<file path="config.mk">
export PLATFORM = sky130hd
export DESIGN_NAME = fetch_unit_flat
export DESIGN_NICKNAME = d
export VERILOG_FILES = /design/src/rtl/fetch_unit_pkg.sv /design/src/rtl/fetch_unit_if.sv /design/src/rtl/fetch_unit_pc_counter.sv /design/src/rtl/fetch_unit.sv /design/src/flat_wrapper.sv
export SDC_FILE = /design/constraint.sdc
export NUM_CORES = 1
export LEC_CHECK = 0
export ABC_AREA = 0
export CORE_ASPECT_RATIO = 0.9
export CORE_MARGIN = 1.5
export CORE_UTILIZATION = 45
export DETAILED_ROUTE_END_ITERATION = 10
export PLACE_DENSITY = 0.81
export SLEW_MARGIN = 0
export SYNTH_ARGS = -nofsm -noshare
export SYNTH_HDL_FRONTEND = slang
export SYNTH_SLANG_ARGS = --single-unit
export TNS_END_PERCENT = 50
</file>
<file path="constraint.sdc">
create_clock -name clk -period 2.28 [get_ports clk]
set_input_delay 0.228 -clock clk [delete_from_list [all_inputs] [get_ports clk]]
set_output_delay 0.228 -clock clk [all_outputs]
set_load 0.01 [all_outputs]
</file>
<file path="src/rtl/fetch_unit_pkg.sv">
// fetch_unit_pkg: opcode encoding and widths shared by the fetch stage and its controller.
package fetch_unit_pkg;

    localparam int OPCODE_W = 3;

    typedef enum logic [OPCODE_W-1:0] {
        HLT = 3'd0,
        SKZ = 3'd1,
        ADD = 3'd2,
        AND = 3'd3,
        XOR = 3'd4,
        LDA = 3'd5,
        STO = 3'd6,
        JMP = 3'd7
    } opcode_t;

endpackage

</file>
<file path="src/rtl/fetch_unit_if.sv">
// fetch_unit_if: controller strobes, memory word and fetch-stage outputs.
interface fetch_unit_if #(
    parameter int AWIDTH = 5,
    parameter int DWIDTH = 8,
    parameter int CWIDTH = 16
);
    import fetch_unit_pkg::*;

    logic [DWIDTH-1:0] data_in;
    logic              load_ir;
    logic              inc_pc;
    logic              load_pc;
    logic              halt;
    logic              fetch;
    opcode_t           opcode;
    logic [AWIDTH-1:0] ir_addr;
    logic [AWIDTH-1:0] pc_addr;
    logic [AWIDTH-1:0] addr;
    logic [CWIDTH-1:0] instr_cnt;
    logic              pc_wrap;

    modport master (
        output data_in, load_ir, inc_pc, load_pc, halt, fetch,
        input  opcode, ir_addr, pc_addr, addr, instr_cnt, pc_wrap
    );

    modport slave (
        input  data_in, load_ir, inc_pc, load_pc, halt, fetch,
        output opcode, ir_addr, pc_addr, addr, instr_cnt, pc_wrap
    );

endinterface

</file>
<file path="src/rtl/fetch_unit_pc_counter.sv">
// pc_counter: loadable program counter, load beats enable; wrap pulses on an all-ones increment.
module pc_counter #(
    parameter int AWIDTH = 5
) (
    input  logic              clk,
    input  logic              rst_,
    input  logic              load,
    input  logic              enable,
    input  logic [AWIDTH-1:0] data,
    output logic [AWIDTH-1:0] count,
    output logic              wrap
);

    logic [AWIDTH-1:0] r_count;

    always_ff @(posedge clk or negedge rst_) begin
        if (!rst_)
            r_count <= '0;
        else if (load)
            r_count <= data;
        else if (enable)
            r_count <= r_count + AWIDTH'(1);
    end

    assign count = r_count;
    assign wrap  = enable && !load && (r_count == '1);

endmodule

</file>
<file path="src/rtl/fetch_unit.sv">
// fetch_unit: VeriRISC fetch stage holding IR, PC and a saturating fetch counter.
// Define FETCH_WRAP_DETECT_EN to get a sticky PC-wrap flag; otherwise pc_wrap is tied low.
module fetch_unit
    import fetch_unit_pkg::*;
#(
    parameter int AWIDTH = 5,
    parameter int DWIDTH = 8,
    parameter int CWIDTH = 16
) (
    input  logic           clk,
    input  logic           rst_,
    fetch_unit_if.slave    bus
);

    logic [DWIDTH-1:0] r_ir;
    logic [CWIDTH-1:0] r_cnt;
    logic [AWIDTH-1:0] w_ir_addr;
    logic [AWIDTH-1:0] w_pc;
    logic              w_run;
    logic              w_wrap;
    logic              w_unused;

    assign w_run     = !bus.halt;
    assign w_ir_addr = r_ir[AWIDTH-1:0];

    always_ff @(posedge clk or negedge rst_) begin
        if (!rst_) begin
            r_ir  <= '0;
            r_cnt <= '0;
        end else if (w_run && bus.load_ir) begin
            r_ir <= bus.data_in;
            if (r_cnt != '1)
                r_cnt <= r_cnt + CWIDTH'(1);
        end
    end

    // The PC loads the operand held before this edge's IR capture
    pc_counter #(.AWIDTH(AWIDTH)) u_pc (
        .clk    (clk),
        .rst_   (rst_),
        .load   (bus.load_pc && w_run),
        .enable (bus.inc_pc && w_run),
        .data   (w_ir_addr),
        .count  (w_pc),
        .wrap   (w_wrap)
    );

    assign bus.opcode    = opcode_t'(r_ir[DWIDTH-1 -: OPCODE_W]);
    assign bus.ir_addr   = w_ir_addr;
    assign bus.pc_addr   = w_pc;
    assign bus.addr      = bus.fetch ? w_pc : w_ir_addr;
    assign bus.instr_cnt = r_cnt;
    assign w_unused      = ^{r_ir, w_wrap};

`ifdef FETCH_WRAP_DETECT_EN
    logic r_pc_wrap;

    always_ff @(posedge clk or negedge rst_) begin
        if (!rst_)
            r_pc_wrap <= 1'b0;
        else if (w_wrap)
            r_pc_wrap <= 1'b1;
    end

    assign bus.pc_wrap = r_pc_wrap;
`else
    assign bus.pc_wrap = 1'b0;
`endif

endmodule
</file>
<file path="src/flat_wrapper.sv">
// flat-port wrapper written by rule: the top's interface ports become plain ports
module fetch_unit_flat import fetch_unit_pkg::*;
#(
    parameter int AWIDTH = 5,
    parameter int DWIDTH = 8,
    parameter int CWIDTH = 16
)
  (clk, rst_, bus_data_in, bus_load_ir, bus_inc_pc, bus_load_pc, bus_halt, bus_fetch, bus_opcode, bus_ir_addr, bus_pc_addr, bus_addr, bus_instr_cnt, bus_pc_wrap);
  fetch_unit_if #(.AWIDTH(AWIDTH), .DWIDTH(DWIDTH), .CWIDTH(CWIDTH)) bus_i ();
  input  logic clk;
  input  logic rst_;
  input wire logic [$bits(bus_i.data_in)-1:0] bus_data_in;
  input wire logic [$bits(bus_i.load_ir)-1:0] bus_load_ir;
  input wire logic [$bits(bus_i.inc_pc)-1:0] bus_inc_pc;
  input wire logic [$bits(bus_i.load_pc)-1:0] bus_load_pc;
  input wire logic [$bits(bus_i.halt)-1:0] bus_halt;
  input wire logic [$bits(bus_i.fetch)-1:0] bus_fetch;
  output wire logic [$bits(bus_i.opcode)-1:0] bus_opcode;
  output wire logic [$bits(bus_i.ir_addr)-1:0] bus_ir_addr;
  output wire logic [$bits(bus_i.pc_addr)-1:0] bus_pc_addr;
  output wire logic [$bits(bus_i.addr)-1:0] bus_addr;
  output wire logic [$bits(bus_i.instr_cnt)-1:0] bus_instr_cnt;
  output wire logic [$bits(bus_i.pc_wrap)-1:0] bus_pc_wrap;
  assign bus_i.data_in = bus_data_in;
  assign bus_i.load_ir = bus_load_ir;
  assign bus_i.inc_pc = bus_inc_pc;
  assign bus_i.load_pc = bus_load_pc;
  assign bus_i.halt = bus_halt;
  assign bus_i.fetch = bus_fetch;
  assign bus_opcode = bus_i.opcode;
  assign bus_ir_addr = bus_i.ir_addr;
  assign bus_pc_addr = bus_i.pc_addr;
  assign bus_addr = bus_i.addr;
  assign bus_instr_cnt = bus_i.instr_cnt;
  assign bus_pc_wrap = bus_i.pc_wrap;
  fetch_unit #(.AWIDTH(AWIDTH), .DWIDTH(DWIDTH), .CWIDTH(CWIDTH)) u_core (.clk(clk), .rst_(rst_), .bus(bus_i));
endmodule
</file>
# Yosys cells after proc, flatten, opt, wreduce, memory -nomap -nowiden
# Index checks and enable logic that the tools add are counted.
[totals] regBits=29 rom_bits=0 memories=0 ramBits=0 output_inout_bits=35 latch_bits=0 elab_cells=15 in_bits=15
[op_classes] shifts=0 bitwise=0 reduce_logical=6 multipliers=0 addsub=2 n_eq_ne=1 mux=3 n_div=0 magnitude_cmp=0
[ops] op="$add 16x1->16 const B" n=1
[ops] op="$ne 16x16->1 const B" n=1
[ops] op="$mux 5" n=3
[ops] op="$add 5x1->5 const B" n=1
[ops] op="$logic_and 1x1->1" n=3
[ops] op="$reduce_and 2->1" n=1
[ops] op="$reduce_bool 2->1" n=1
[ops] op="$logic_not 1->1" n=1

# Depth between registers and ports, before layout
[logic_depth] word_depth=4 ltp_mapped=6

# Cells and area by module
# Synthesis repeated with hierarchy kept, for this count alone.
[unflattened] hier_cells=143 area_unflattened_um2=1463.9
[by_module_without_submodules] mod="fetch_unit" area_per_inst_um2=1166.1 cells_each=115 n_inst=1
[by_module_without_submodules] mod="pc_counter" area_per_inst_um2=297.8 cells_each=28 n_inst=1

# Least setup slack after synthesis
# Ideal clock, no wire load.
[synth_timing] path_kind="register to register" startpoint="reg u_core.r_cnt[0] (netlist: u_core.bus.instr_cnt[0])" endpoint="reg u_core.r_cnt[1] (netlist: u_core.bus.instr_cnt[1])" setup_time_ps=125 stages_incl_launch_ff=6 t_required_ps=2155 setup_slack_ps=520 arrival_time_ps=1635 period_less_slack_ps=1760 path_cell_list="dfrtp_1 > ha_1 > nand3_2 > nor4_4 > nor2_2 > mux2_4"
[synth_via] elab_chain_cells=2
[synth_lines] item="start, declared" line_no="fetch_unit.sv:16" source="logic [CWIDTH-1:0] r_cnt;"
[synth_lines] item="start signal, assigned" line_no="fetch_unit.sv:33" source="r_cnt <= r_cnt + CWIDTH'(1);"
[synth_lines] item="parallel branches: the longest is 2 deep, another holds $add 16x1->16"
# Several ways; the timed one is not identified.
# A chain may end at the register's enable or synchronous reset.

# Worst setup path in the final report
[layout_timing] startpoint="reg u_core.r_cnt[1] (netlist: u_core.bus.instr_cnt[1])" endpoint="reg u_core.r_cnt[1] (netlist: u_core.bus.instr_cnt[1])"
# The elaborated chain is that of the path after synthesis.

==> key figures <==
Detailed routing
  • WL final: around 3400 um
  • DRC violations left: 0
  • Vias/cell: between 5 and 6
  • DR pass1 iterations: 4
  • WL/cell: between 10 and 15 um
  • Detail Route met3 WL: ~210 um
  • M1 WL: between 1000 and 1500 um
  • Initial drt markers: 78
  • DR WL met2: between 1500 and 2000 um
  • Top sig layer: met4
  • Routed Antenna Nets: 0
  • Via count: between 1000 and 1500

Setup path
  • Worst r2r src: u_core.bus.instr_cnt[1]$_DFFE_PN0P_
  • Max FO, Critical Path: 7
  • Worst setup path category: flop to flop
  • Worst reg2reg setup slack: about 0.34 ns
  • FF-to-FF path depth: 5
  • Crit path capture type: flop
  • Reg-to-reg critical path endpoint: u_core.bus.instr_cnt[1]$_DFFE_PN0P_
  • CP Launch Type: flop
  • WP data arrival: between 2 and 2.5 ns
  • Critical path required time: between 2 and 3 ns

CTS
  • CTS sink count: 29
  • Clock Pin Slew Worst Setup and Hold Paths: 0.09 ns
  • Clock Path Buffers: 2
  • CTS H-Tree Depth: 2
  • CTS buffer count: 5
  • Setup Buffers After CTS: 0
  • Post-CTS Resized: 0
  • CTS tree: built
  • Skew-Pair Late Insertion Delay: between 0.3 and 0.4 ns
  • CTS Root Buffer Type: clkbuf_4
  • CTS Hold Bufs: 0

Timing
  • Hold Vio Cnt, Final: 0
  • Final Max Tran Viols: 0
  • RSZ-0062 raised after global routing: no
  • Post-route setup TNS: 0 ns
  • FMAX: 0.517 GHz
  • PnR worst setup slack: 0.345 ns
  • Clock Skew: 0.00691 ns
  • Final setup fails: 0
  • Clock period minus worst slack: roughly 1.9 ns
  • Final period util: a little over four fifths

GRT
  • Number of global-route vias before repair: 1246
  • Largest net degree at the start of global routing: 30
  • Grt ovf: 0
  • First-pass GRT wire length: approximately 5700 um
  • Total track usage: between 20% and 30%
  • Initial antenna violation count: 0

Finish
  • Utilization after layout: ~67%
  • Filler cells: between 200 and 250
  • Post-Layout Cell Count: 240
  • Post-route design area: a little over 2000 um2
  • Fin nets: approximately 210
  • Area Overhead vs Synth: 40.1%
  • # diodes: 0
  • Layout cell share with drive strength beyond 1: a little under an eighth

Status
  • Status: completed

Floorplan
  • Die extent in y: about 57 um
  • Io pins: 50
  • Row cnt: 19
  • Die footprint: approximately 3600 um2
  • Starting Density: a little under half
  • Die X: approximately 63 um
  • Core box area: between 3000 and 4000 um2

Logic synthesis
  • Synthesized flop and latch total: 29
  • Mapped Cells: 144
  • YS warnings: 0
  • Mapped cell area: ~1500 um2
  • Post-synth ARST share: 100%
  • Cell variety after synth: 32
  • Mapped Avg Cell Area: about 10 um2
  • Seq/Total Area, Yosys: between 40 and 50%
  • Top_reg_cell synth: dfrtp_1
  • Post-synth EDFFs: 0
  • Syn nets: about 160

Placement
  • Dpl cell area: 2000 um2
  • GP Congestion: 0.803
  • Worst slack, placed: about 0.36 ns
  • Port bufs: 48
  • DP HPWL: ~2500 um
  • Placed insts: ~230

Pwr
  • Worst VDD drop: 0.000472 V
  • Power per cell area: about 750 nW/um2
  • Leakage: 0.896 nW

Hold path
  • Hold Crit Class: input port to asynchronous set/reset pin

Run
  • Max-cap violation count: 0
final cells by class:
cell class	instances	area, um2	area share [%]
flip-flops and latches	29	726	35.4
multi-input cells	109	709	34.6
repair buffers	52	510	24.9
well taps	42	52.6	2.56
clock buffers	6	41.3	2.01
clock inverters	2	10.0	0.488
cells in the final DEF, fill, tap and decap left out, types with 2 or more instances in the layout:
master and instances:
nand3_1 4, xnor2_1 6, dfrtp_1 29, nor4_4 2
clkinv_2 2, nand4_1 6, buf_4 4, and3b_1 2
ha_1 2, nor2_1 3, xor2_1 6, o21ai_0 10
clkdlybuf4s50_1 48, a21oi_1 6, nor2b_1 3, mux2_2 6
clkbuf_4 5, o2111ai_1 2, nor4_1 3, nor3_1 6
nand2_1 31
how the worst max path moves through the flow:
stage	endpoint	cells past startpoint	startpoint
CTS	u_core.bus.instr_cnt[1]$_DFFE_PN0P_	5	u_core.bus.instr_cnt[0]$_DFFE_PN0P_
detailed placement	u_core.bus.instr_cnt[1]$_DFFE_PN0P_	5	u_core.bus.instr_cnt[0]$_DFFE_PN0P_
global route	u_core.bus.instr_cnt[1]$_DFFE_PN0P_	5	u_core.bus.instr_cnt[0]$_DFFE_PN0P_
global placement	bus_addr[4]	3	bus_fetch
floorplan	u_core.bus.instr_cnt[1]$_DFFE_PN0P_	5	u_core.bus.instr_cnt[0]$_DFFE_PN0P_
finish	u_core.bus.instr_cnt[1]$_DFFE_PN0P_	5	u_core.bus.instr_cnt[1]$_DFFE_PN0P_
power by group:
group | switching [W] | internal (W) | total [W] | leakage (nW)
clock network | 0.000176 | 0.000117 | 0.000293 | 0.0320
registers | 0.000132 | 0.000601 | 0.000733 | 0.371
logic | 0.000212 | 0.000290 | 0.000502 | 0.493
synth_stat cells (2+ instances only):
library cell	instances	share of area, %
a21oi_1	6	2.1
and3b_1	2	1.2
clkbuf_1	3	0.77
dfrtp_1	29	50
ha_1	2	1.7
mux2_2	6	4.6
nand2_1	31	8.0
nand3_1	4	1.4
nand4_1	6	2.6
nor2_1	3	0.77
nor2b_1	3	1.3
nor3_1	6	2.1
nor4_1	3	1.3
nor4_4	2	2.9
o2111ai_1	2	1.2
o21ai_0	10	3.4
xnor2_1	6	3.6
xor2_1	6	3.6
sequential cells by signal (all words and copies together) (netlist names):
signal	cells
u_core.r_ir	8
u_core.bus.instr_cnt	16
u_core.u_pc.count	5
kinds of logic (layout without fill, tap and decap cells):
kind of cell | after synthesis | in the layout | synth area share [%]
adder cells (fa/ha/maj) | 2 | 2 | 1.71
buffers and inverters | 6 | 60 | 1.88
AO/OA/AOI/OAI | 22 | 22 | 8.73
AND/OR/NAND/NOR | 65 | 65 | 25.0
other | 1 | 1 | 0.256
XOR/XNOR | 12 | 12 | 7.19
multiplexers | 7 | 7 | 5.65
flip-flops | 29 | 29 | 49.6
metrics by stage:
| step | total power, W | hold WS (ns) |
|---|---|---|
| 6_report | 0.00153 | 0.277 |
| 5_1_grt | 0.00162 | 0.309 |
| 4_1_cts | 0.00154 | 0.281 |
| 3_5_place_dp | 0.00124 | 0.472 |
| 3_3_place_gp | 0.00122 | 0.461 |
| 2_1_floorplan | 0.000937 | -0.0676 |
worst max-delay path: stages (launching register included):
cell	delay [ns]
dfrtp_1	0.44
ha_1	0.24
nand3_2	0.18
nor4_4	0.53
nor2_2	0.12
mux2_4	0.31
per-layer routing:
layer  vias to the layer above  global-route usage [%]
met5                         -                       0
met4                         0                    8.25
met3                         8                    6.11
met2                        42                    32.7
met1                       629                    25.6
li1                        618                       -
(Power assumes the default switching activity.)
